$ cat src/rtl/fastica_pkg.sv
// Shared FastICA definitions: CORDIC widths, arbiter FSM encoding and
// sizing helpers used by the CORDIC arbiter and its round-robin selector.
package fastica_pkg;

  localparam int CORDIC_DW     = 16;
  localparam int CORDIC_AW     = 16;
  localparam int CORDIC_STAGES = 16;

  typedef enum logic [1:0] {
    ST_IDLE,
    ST_GRANT,
    ST_DRAIN,
    ST_FLUSH
  } arb_state_t;

  // Must hold 0..stages+1 outstanding operations.
  function automatic int cnt_width(input int stages);
    return $clog2(stages + 2);
  endfunction

  function automatic int idx_width(input int n);
    return (n > 1) ? $clog2(n) : 1;
  endfunction

endpackage

$ cat src/rtl/cordic_arbiter_rr_select.sv
// Round-robin one-hot selector: search starts one past ptr and wraps,
// so the requester at ptr itself has the lowest priority.
module rr_select
  import fastica_pkg::*;
#(
  parameter int N_REQ = 3,
  localparam int PW = idx_width(N_REQ)
) (
  input  logic [N_REQ-1:0] req,
  input  logic [PW-1:0]    ptr,
  output logic [N_REQ-1:0] grant
);

  // Walk farthest-to-nearest so the nearest requester overwrites.
  always_comb begin
    grant = '0;
    for (int k = N_REQ; k >= 1; k--) begin
      if (req[PW'((int'(ptr) + k) % N_REQ)]) begin
        grant = '0;
        grant[PW'((int'(ptr) + k) % N_REQ)] = 1'b1;
      end
    end
  end

endmodule

$ cat src/rtl/cordic_arbiter.sv
// Shares one CORDIC between N_REQ requesters; a session is held until the
// owner drops req and every issued operation has returned its strobe.
module cordic_arbiter
  import fastica_pkg::*;
#(
  parameter int DATA_WIDTH    = CORDIC_DW,
  parameter int ANGLE_WIDTH   = CORDIC_AW,
  parameter int CORDIC_STAGES = fastica_pkg::CORDIC_STAGES,
  parameter int N_REQ         = 3
) (
  input  logic                         clk,
  input  logic                         rstn,
  input  logic [N_REQ-1:0]             req,
  output logic [N_REQ-1:0]             gnt,
  input  logic [N_REQ-1:0]             req_vec_en,
  input  logic [N_REQ-1:0]             req_rot_en,
  input  logic [N_REQ*DATA_WIDTH-1:0]  req_vec_xin,
  input  logic [N_REQ*DATA_WIDTH-1:0]  req_vec_yin,
  input  logic [N_REQ*DATA_WIDTH-1:0]  req_rot_xin,
  input  logic [N_REQ*DATA_WIDTH-1:0]  req_rot_yin,
  input  logic [N_REQ*2-1:0]           req_rot_quad_in,
  input  logic [N_REQ*ANGLE_WIDTH-1:0] req_rot_angle_in,
  input  logic [N_REQ-1:0]             req_rot_microRot_n,
  output logic                         cordic_vec_en,
  output logic                         cordic_rot_en,
  output logic [DATA_WIDTH-1:0]        cordic_vec_xin,
  output logic [DATA_WIDTH-1:0]        cordic_vec_yin,
  output logic [DATA_WIDTH-1:0]        cordic_rot_xin,
  output logic [DATA_WIDTH-1:0]        cordic_rot_yin,
  output logic [1:0]                   cordic_rot_quad_in,
  output logic [ANGLE_WIDTH-1:0]       cordic_rot_angle_in,
  output logic                         cordic_rot_angle_microRot_n,
  output logic                         cordic_nrst,
  input  logic                         cordic_vec_opvld,
  input  logic                         cordic_rot_opvld,
  output logic [N_REQ-1:0]             gnt_vec_opvld,
  output logic [N_REQ-1:0]             gnt_rot_opvld,
  output logic                         busy
);

  localparam int CW = cnt_width(CORDIC_STAGES);
  localparam int PW = idx_width(N_REQ);
  localparam logic [CW-1:0] CNT_MAX = CW'(CORDIC_STAGES + 1);

  arb_state_t       state;
  logic [PW-1:0]    ptr;
  logic [PW-1:0]    rr_idx;
  logic [N_REQ-1:0] rr_gnt;
  logic [CW-1:0]    vec_cnt;
  logic [CW-1:0]    rot_cnt;
  logic [CW-1:0]    vec_cnt_nxt;
  logic [CW-1:0]    rot_cnt_nxt;
  logic             granted;
  logic             routing;
  logic             vec_pass;
  logic             rot_pass;

  rr_select #(
    .N_REQ(N_REQ)
  ) u_rr (
    .req  (req),
    .ptr  (ptr),
    .grant(rr_gnt)
  );

  always_comb begin
    rr_idx = '0;
    for (int i = 0; i < N_REQ; i++) begin
      if (rr_gnt[i]) rr_idx = PW'(i);
    end
  end

  assign granted  = (state == ST_GRANT);
  assign routing  = granted || (state == ST_DRAIN);
  assign vec_pass = granted && |(req_vec_en & gnt);
  assign rot_pass = granted && |(req_rot_en & gnt);

  function automatic logic [CW-1:0] step(
    input logic [CW-1:0] c,
    input logic          inc,
    input logic          dec
  );
    case ({inc, dec})
      2'b10:   return (c == CNT_MAX) ? c : c + CW'(1);
      2'b01:   return (c == '0) ? c : c - CW'(1);
      default: return c;
    endcase
  endfunction

  assign vec_cnt_nxt = step(vec_cnt, vec_pass, cordic_vec_opvld);
  assign rot_cnt_nxt = step(rot_cnt, rot_pass, cordic_rot_opvld);

  always_ff @(posedge clk or negedge rstn) begin
    if (!rstn) begin
      state   <= ST_IDLE;
      gnt     <= '0;
      ptr     <= PW'(N_REQ - 1);
      vec_cnt <= '0;
      rot_cnt <= '0;
    end else begin
      vec_cnt <= vec_cnt_nxt;
      rot_cnt <= rot_cnt_nxt;
      unique case (state)
        ST_IDLE: begin
          if (|req) begin
            gnt   <= rr_gnt;
            ptr   <= rr_idx;
            state <= ST_GRANT;
          end
        end
        ST_GRANT: begin
          if (~|(req & gnt)) state <= ST_DRAIN;
        end
        ST_DRAIN: begin
          if (vec_cnt_nxt == '0 && rot_cnt_nxt == '0) begin
            gnt   <= '0;
            state <= ST_FLUSH;
          end
        end
        ST_FLUSH: state <= ST_IDLE;
        default:  state <= ST_IDLE;
      endcase
    end
  end

  // Only the owner reaches the CORDIC, and only while in GRANT.
  always_comb begin
    cordic_vec_en               = 1'b0;
    cordic_rot_en               = 1'b0;
    cordic_vec_xin              = '0;
    cordic_vec_yin              = '0;
    cordic_rot_xin              = '0;
    cordic_rot_yin              = '0;
    cordic_rot_quad_in          = '0;
    cordic_rot_angle_in         = '0;
    cordic_rot_angle_microRot_n = 1'b0;
    if (granted) begin
      for (int i = 0; i < N_REQ; i++) begin
        if (gnt[i]) begin
          cordic_vec_en       = req_vec_en[i];
          cordic_rot_en       = req_rot_en[i];
          cordic_vec_xin      = req_vec_xin[i*DATA_WIDTH +: DATA_WIDTH];
          cordic_vec_yin      = req_vec_yin[i*DATA_WIDTH +: DATA_WIDTH];
          cordic_rot_xin      = req_rot_xin[i*DATA_WIDTH +: DATA_WIDTH];
          cordic_rot_yin      = req_rot_yin[i*DATA_WIDTH +: DATA_WIDTH];
          cordic_rot_quad_in  = req_rot_quad_in[i*2 +: 2];
          cordic_rot_angle_in = req_rot_angle_in[i*ANGLE_WIDTH +: ANGLE_WIDTH];
          cordic_rot_angle_microRot_n = req_rot_microRot_n[i];
        end
      end
    end
  end

  assign cordic_nrst   = routing;
  assign busy          = (state != ST_IDLE);
  assign gnt_vec_opvld = routing ? (gnt & {N_REQ{cordic_vec_opvld}}) : '0;
  assign gnt_rot_opvld = routing ? (gnt & {N_REQ{cordic_rot_opvld}}) : '0;

endmodule

$ cat config.mk
export PLATFORM = sky130hd
export DESIGN_NAME = cordic_arbiter
export DESIGN_NICKNAME = d
export VERILOG_FILES = /design/src/rtl/fastica_pkg.sv /design/src/rtl/cordic_arbiter_rr_select.sv /design/src/rtl/cordic_arbiter.sv
export SDC_FILE = /design/constraint.sdc
export NUM_CORES = 1
export LEC_CHECK = 0
export ABC_AREA = 1
export CAP_MARGIN = 20
export CORE_AREA = 2 2 141 143
export DETAILED_ROUTE_END_ITERATION = 7
export DIE_AREA = 0 0 143 145
export PLACE_DENSITY = 0.59
export SLEW_MARGIN = 15
export SYNTH_ARGS = -nofsm -noshare
export SYNTH_HDL_FRONTEND = slang
export SYNTH_SLANG_ARGS = --single-unit
$ cat constraint.sdc
create_clock -name clk -period 2.4 [get_ports clk]
set_clock_uncertainty 0.1 [all_clocks]
set_input_delay 0.24 -clock clk [delete_from_list [all_inputs] [get_ports clk]]
set_output_delay 0.24 -clock clk [all_outputs]
set_load 0.05 [all_outputs]
== Yosys cells after proc, flatten, opt, wreduce, memory -nomap -nowiden ==
Cells that the tools add are included.

* Register bits: 17
* Output and inout bits: 96
* Word-level logic and storage cells: 130

* $add $sub $neg: 7
* Divide/modulo/power cells: 3
* $lt $le $gt $ge: 6
* Equal/unequal tests: 12
* Multiplexer cells: 71
* Bitwise gates (word level): 5
* Reduce and logical (&&, ||, !) cells: 21

{| class="wikitable"
|+ Operators with widths
! operator !! number
|-
| 2-to-1 mux 16 bit || 20
|-
| modulo 32 x 3 -> 32 bit, second input constant || 3
|-
| 2-to-1 mux 1 bit || 22
|-
| 2-to-1 mux 3 bit || 7
|-
| zero test 5 bit || 4
|-
| 2-to-1 mux 5 bit || 4
|-
| one-hot mux 5 bit (2 select lines) || 2
|-
| 2-to-1 mux 2 bit || 8
|-
| AND 3 bit || 5
|-
| < comparator 2 x 4 -> 1 bit, second input constant || 3
|-
| OR reduction 3 bit || 4
|-
| adder 5 x 1 -> 5 bit, second input constant || 2
|-
| == test 5 bit, second input constant || 2
|-
| subtractor 5 x 1 -> 5 bit, second input constant || 2
|-
| == test 2 bit, second input constant || 4
|-
| one-hot mux 2 bit (4 select lines) || 1
|-
| adder 2 x 2 -> 3 bit, second input constant || 2
|-
| binary-select mux 1 bit (select 2 bit) || 3
|-
| demux 1 bit (select 2 bit) || 3
|-
| == test 2 x 1 -> 1 bit, second input constant || 3
|-
| greater-or-equal comparator 2 x 1 -> 1 bit, second input constant || 3
|-
| logical AND 1 bit || 6
|-
| one-hot mux 3 bit (2 select lines) || 1
|-
| AND reduction 3 bit || 2
|-
| other kinds (7) || 9
|}

== Longest topological paths before layout ==
* Depth in word-level cells: 11
* Gate-level depth with buffers: 20

== Cells and area by module ==
Synthesis repeated with hierarchy kept, for this count alone.

* Cell total of the unflattened synthesis: 675
* Area, all modules: 3603.5 µm²

{| class="wikitable"
|+ Modules (own cells, without submodules)
! module !! times used !! cells an instance !! area each (µm²)
|-
| cordic_arbiter || 1 || 633 || 3378.2
|-
| rr_select || 1 || 42 || 225.2
|}

== Worst setup path after synthesis ==
No wires, ideal clock.

* Path kind: reg2out
* Start: register gnt[2]
* End: output port gnt_vec_opvld[2]
* Arrival time: 2.419 ns
* Data required time: 2.060 ns
* Setup slack: -0.359 ns
* Stages on the path, launching flop included: 6
* Path buffers: 3
* Path through: dfrtp_1 > clkbuf_1 > inv_1 > clkbuf_1 > clkbuf_1 > nor3_1

* Longest elaborated chain between the ends: 2

{| class="wikitable"
|+ Ends and longest elaborated chain
! what !! RTL line !! source
|-
| from (decl) || cordic_arbiter.sv:14 || <nowiki>output logic [N_REQ-1:0] gnt,</nowiki>
|-
| from (signal assigned) || cordic_arbiter.sv:106 || <nowiki>gnt <= rr_gnt;</nowiki>
|-
| AND 3 bit || cordic_arbiter.sv:156 || <nowiki>assign gnt_vec_opvld = routing ? (gnt & {N_REQ{cordic_vec_opvld}}) : '0;</nowiki>
|-
| 2-to-1 mux 3 bit || cordic_arbiter.sv:156 ||
|-
| to (decl) || cordic_arbiter.sv:36 || <nowiki>output logic [N_REQ-1:0] gnt_vec_opvld,</nowiki>
|}

No other way between the ends.

== Final worst setup path ==
* Start: register state[0]
* End: output port busy

* Longest elaborated chain between the ends: 1

{| class="wikitable"
|+ Ends and longest elaborated chain
! what !! RTL line !! source
|-
| from (decl) || cordic_arbiter.sv:45 || <nowiki>arb_state_t state;</nowiki>
|-
| from (signal assigned) || cordic_arbiter.sv:95 || <nowiki>state <= ST_IDLE;</nowiki>
|-
| from (signal assigned) || cordic_arbiter.sv:108 || <nowiki>state <= ST_GRANT;</nowiki>
|-
| from (signal assigned) || cordic_arbiter.sv:112 || <nowiki>if (~|(req & gnt)) state <= ST_DRAIN;</nowiki>
|-
| nonzero test 2 bit || cordic_arbiter.sv:155 || <nowiki>assign busy = (state != ST_IDLE);</nowiki>
|-
| to (decl) || cordic_arbiter.sv:38 || <nowiki>output logic busy</nowiki>
|}

No other way between the ends.

==> flow_metrics.env <==
export IMPL_drt_pass1_iter_count=4
export IMPL_switching_share_pct=57.1
export IMPL_wl_per_cell_um=17.8
export IMPL_area_growth_synth_to_final_pct=172
export IMPL_async_reset_ff_share_pct=100
export IMPL_most_frequent_cell_on_the_critical_path="sky130_fd_sc_hd__inv_1"
export IMPL_startpoint_class_of_the_critical_path="register"
export IMPL_relative_contribution_of_the_clock_network_to_total_power_pct=3.3
export IMPL_drt_iter0_drc=224
export IMPL_io_pins=358
export IMPL_vias_per_cell=4.62
export IMPL_cts_buffers_inserted=3
export IMPL_first_global_vias=5840
export IMPL_post_synth_instance_area_um2=3560
export IMPL_worst_path_max_fanout=3
export IMPL_die_h_um=145
export IMPL_drt_wl_total_mm=22.9
export IMPL_grt_start_max_net_pins=89
export IMPL_ys_seq_area_share_pct=12.0
export IMPL_status="complete, no violations"
export IMPL_max_freq_mhz=430
export IMPL_layout_drive_gt1_share_pct=26.8
export IMPL_cp_buffers_inverters=3
export IMPL_final_min_period_over_clock_period_pct=96.9
export IMPL_io_buffer_count=357
export IMPL_finalHoldWorstSlack_ps=346
export IMPL_ir_worst_vdd_uv=391
export IMPL_largest_family_of_logic_cells_by_synthesized_area="compound AO/OA/AOI/OAI gates"
export IMPL_tightest_slew_ps=767
export IMPL_hold_violations=0
export IMPL_worstSetupPathType="reg -> out"
export IMPL_rows=51
export IMPL_synth_nets=949
export IMPL_layout_min_cycle_time_ps=2320
export IMPL_start_util_pct=18.6
export IMPL_num_nets_final=1301
export IMPL_synth_cells=667
export IMPL_core_area_um2=19200
export IMPL_avgSynthCellArea_um2=5.34
export IMPL_maxSlewViolCount=0
export IMPL_fin_setup_tns_ps=0
export IMPL_die_area_um2=20700
export IMPL_power_switching_w=0.00569
export IMPL_timing_critical_path_slowest_cell_delay_ps=830
export IMPL_tritoncts="done"
export IMPL_place_congestion=0.921
export IMPL_synthAdderAreaFrac_pct=7.02
export IMPL_cts_sinks=17
export IMPL_post_detailed_route_drc_marker_count=0
export IMPL_cts_htree_levels=1
export IMPL_holdCritPathClass="in -> async"
export IMPL_gr_usage_all_layers_pct=20.7
export IMPL_synth_warnings=0
export IMPL_max_clock_path_buffers=2
export IMPL_worstSetupEndpointType="output port"
export IMPL_total_leakage_power_nw=3.49
export IMPL_yosysTopAreaCell="sky130_fd_sc_hd__a21oi_1"
export IMPL_timing_critical_path_arrival_ps=1980
export IMPL_synth_top_cell_area_share_pct=23.6
export IMPL_yosys_top_cells_area="sky130_fd_sc_hd__a21oi_1 24%, sky130_fd_sc_hd__nand2_1 18%, sky130_fd_sc_hd__o21ai_0 13%, sky130_fd_sc_hd__dfrtp_1 11%, sky130_fd_sc_hd__ha_1 7.0%"
export IMPL_cts_reportedPaths_clkPinSlew_ps=50
export IMPL_clk_root_buffer_cell="sky130_fd_sc_hd__clkbuf_16"
export IMPL_ys_seq_elements=17
export IMPL_setup_violations_final=0
export IMPL_timing_critical_path_cells="inv_1 -> ha_1 -> inv_1 -> clkdlybuf4s50_1"
export IMPL_synth_simple_area_share_pct=29.8
export IMPL_insertion_delay_ps=250
export IMPL_synth_area_in_xor_xnor_pct=0
export IMPL_power_share_sequential_pct=6.5
export IMPL_synth_edf_count=0
export IMPL_slew_headroom_pct=48.7
export IMPL_dr_total_vias=5930
export IMPL_combinationalPowerShare_pct=90.2
export IMPL_slowest_library_cell_on_the_worst_path="sky130_fd_sc_hd__clkdlybuf4s50_1"
export IMPL_critPathRequiredTime_ps=2060
export IMPL_antenna_violations_before_repair=5
export IMPL_globalRoute_totalOverflow=0
export IMPL_hpwl_mm=18.6
export IMPL_synth_top_flop_cell="sky130_fd_sc_hd__dfrtp_1"
export IMPL_timing_critical_path_max_delay_family="buffers and inverters"
export IMPL_setup_repair_after_global_routing_missed_its_margin="yes"
export IMPL_global_route_wire_length_before_repair_mm=33.6
export IMPL_route_antenna_remaining_nets=0
export IMPL_synth_compound_gate_area_share_pct=39.4
export IMPL_max_cap_violations=0
export IMPL_die_width_um=143
export IMPL_netlist_cell_type_count=30
export IMPL_p_int_w=0.00427
export IMPL_synth_area_mux_share_pct=0
export IMPL_power_density_nw_per_um2=1030
## final timing paths
| path | start | depth (start not counted) | endpoint | slack (ps) |
|---|---|---|---|---|
| max | state[0] | 4 | busy | 80 |
| min | rstn | 1 | vec_cnt[3] | 350 |
| max reg2reg | gnt[1] | 16 | gnt[0] | 110 |
| min reg2reg | ptr[1] | 1 | ptr[1] | 460 |
| max in group asynchronous | rstn | 1 | gnt[2] | 1290 |
| min in group clk | ptr[1] | 1 | ptr[1] | 460 |
## cell usage in the layout, fill, tap and decap left out, types with 2 or more instances in the layout
cell type                         count
sky130_fd_sc_hd__nand2_1            160
sky130_fd_sc_hd__dfrtp_1             14
sky130_fd_sc_hd__a21oi_4             70
sky130_fd_sc_hd__nand3_2              2
sky130_fd_sc_hd__o21ai_2              7
sky130_fd_sc_hd__ha_4                 5
sky130_fd_sc_hd__clkdlybuf4s50_1    263
sky130_fd_sc_hd__nand3_4              2
sky130_fd_sc_hd__buf_4               31
sky130_fd_sc_hd__nor2_1              17
sky130_fd_sc_hd__a21oi_1             91
sky130_fd_sc_hd__inv_1               49
sky130_fd_sc_hd__buf_6                2
sky130_fd_sc_hd__inv_4                2
sky130_fd_sc_hd__nand2_2             20
sky130_fd_sc_hd__inv_2                6
sky130_fd_sc_hd__o21ai_0             90
sky130_fd_sc_hd__nor2_4               3
sky130_fd_sc_hd__dfrtp_4              2
sky130_fd_sc_hd__a21oi_2              7
sky130_fd_sc_hd__nand2_4              2
sky130_fd_sc_hd__nand4_1              8
sky130_fd_sc_hd__ha_1                15
sky130_fd_sc_hd__clkbuf_16            4
sky130_fd_sc_hd__buf_12              98
sky130_fd_sc_hd__nor2_2               5
sky130_fd_sc_hd__nand3_1             25
sky130_fd_sc_hd__o211ai_1             4
sky130_fd_sc_hd__nor3_1               2
## final cells by class
| cell class | instances | area, µm² |
|---|---|---|
| Fill cell | 1848 | 9530 |
| Timing Repair Buffer | 396 | 4900 |
| Multi-Input combinational cell | 543 | 3700 |
| Sequential cell | 17 | 434 |
| Tap cell | 265 | 332 |
| Inverter | 58 | 230 |
| Clock buffer | 4 | 78.8 |
| Antenna cell | 1 | 2.50 |
## per-stage QoR
stage	util [%]	total power (W)	worst slack (ps)	instance area, µm²	instances
finish	50.4	0.00996	75.1	9680	1284
global route	50.4	0.0106	-53.8	9680	1284
CTS	49.3	0.00980	-13.6	9480	1279
detailed placement	48.8	0.00939	-121	9370	1275
global placement	48.8	0.00936	-108	9370	1275
floorplan	-	0.00592	-214	4410	667
## flip-flops by register name, indices dropped and copies added, names as in the netlist
signal	count
gnt	3
ptr	2
rot_cnt	5
state	2
vec_cnt	5
## Yosys cell counts (3+ instances only)
cell,instances
sky130_fd_sc_hd__nand2_1,172
sky130_fd_sc_hd__inv_1,57
sky130_fd_sc_hd__clkbuf_1,41
sky130_fd_sc_hd__nor2_1,21
sky130_fd_sc_hd__dfrtp_1,16
sky130_fd_sc_hd__o21ai_0,94
sky130_fd_sc_hd__o211ai_1,4
sky130_fd_sc_hd__a21oi_1,168
sky130_fd_sc_hd__nand4_1,8
sky130_fd_sc_hd__buf_1,4
sky130_fd_sc_hd__nor3_1,3
sky130_fd_sc_hd__nand2_2,8
sky130_fd_sc_hd__nand3_1,28
sky130_fd_sc_hd__ha_1,20
## metal layers
layer | part of all wire [%] | GRT usage (%) | vias to the layer above
met3 | 9.1 | 5.74 | 27
met2 | 49 | 36.5 | 264
li1 | - | - | 2953
met4 | 1.7 | 3.91 | 8
met1 | 40 | 25.1 | 2678
met5 | 0.24 | 0 | -
## cell families (layout without fill, tap and decap cells)
kind of cell,after synthesis,after routing
compound gates,275,275
simple gates,248,248
buf+inv,107,458
fa+ha+maj,20,20
flops,17,17
other cells,0,1
## power by group through the flow
| stage | clock, W | combinational [W] | sequential [W] |
|---|---|---|---|
| CTS | 0.000337 | 0.00883 | 0.000632 |
| global route | 0.000347 | 0.00962 | 0.000671 |
| detailed placement | 0 | 0.00877 | 0.000626 |
| finish | 0.000330 | 0.00899 | 0.000648 |
| global placement | 0 | 0.00873 | 0.000632 |
| floorplan | 0 | 0.00530 | 0.000618 |
## repair_timing
action | in CTS | in global routing
buffers inserted | 0 | 3
gates resized for setup | 7 | 40
endpoints found under the setup margin | 70 | 66
pin swaps | 2 | 15
cloned | 0 | 1
hold buffers | 0 | 0
Note: power is estimated with default switching activity, not from simulation.
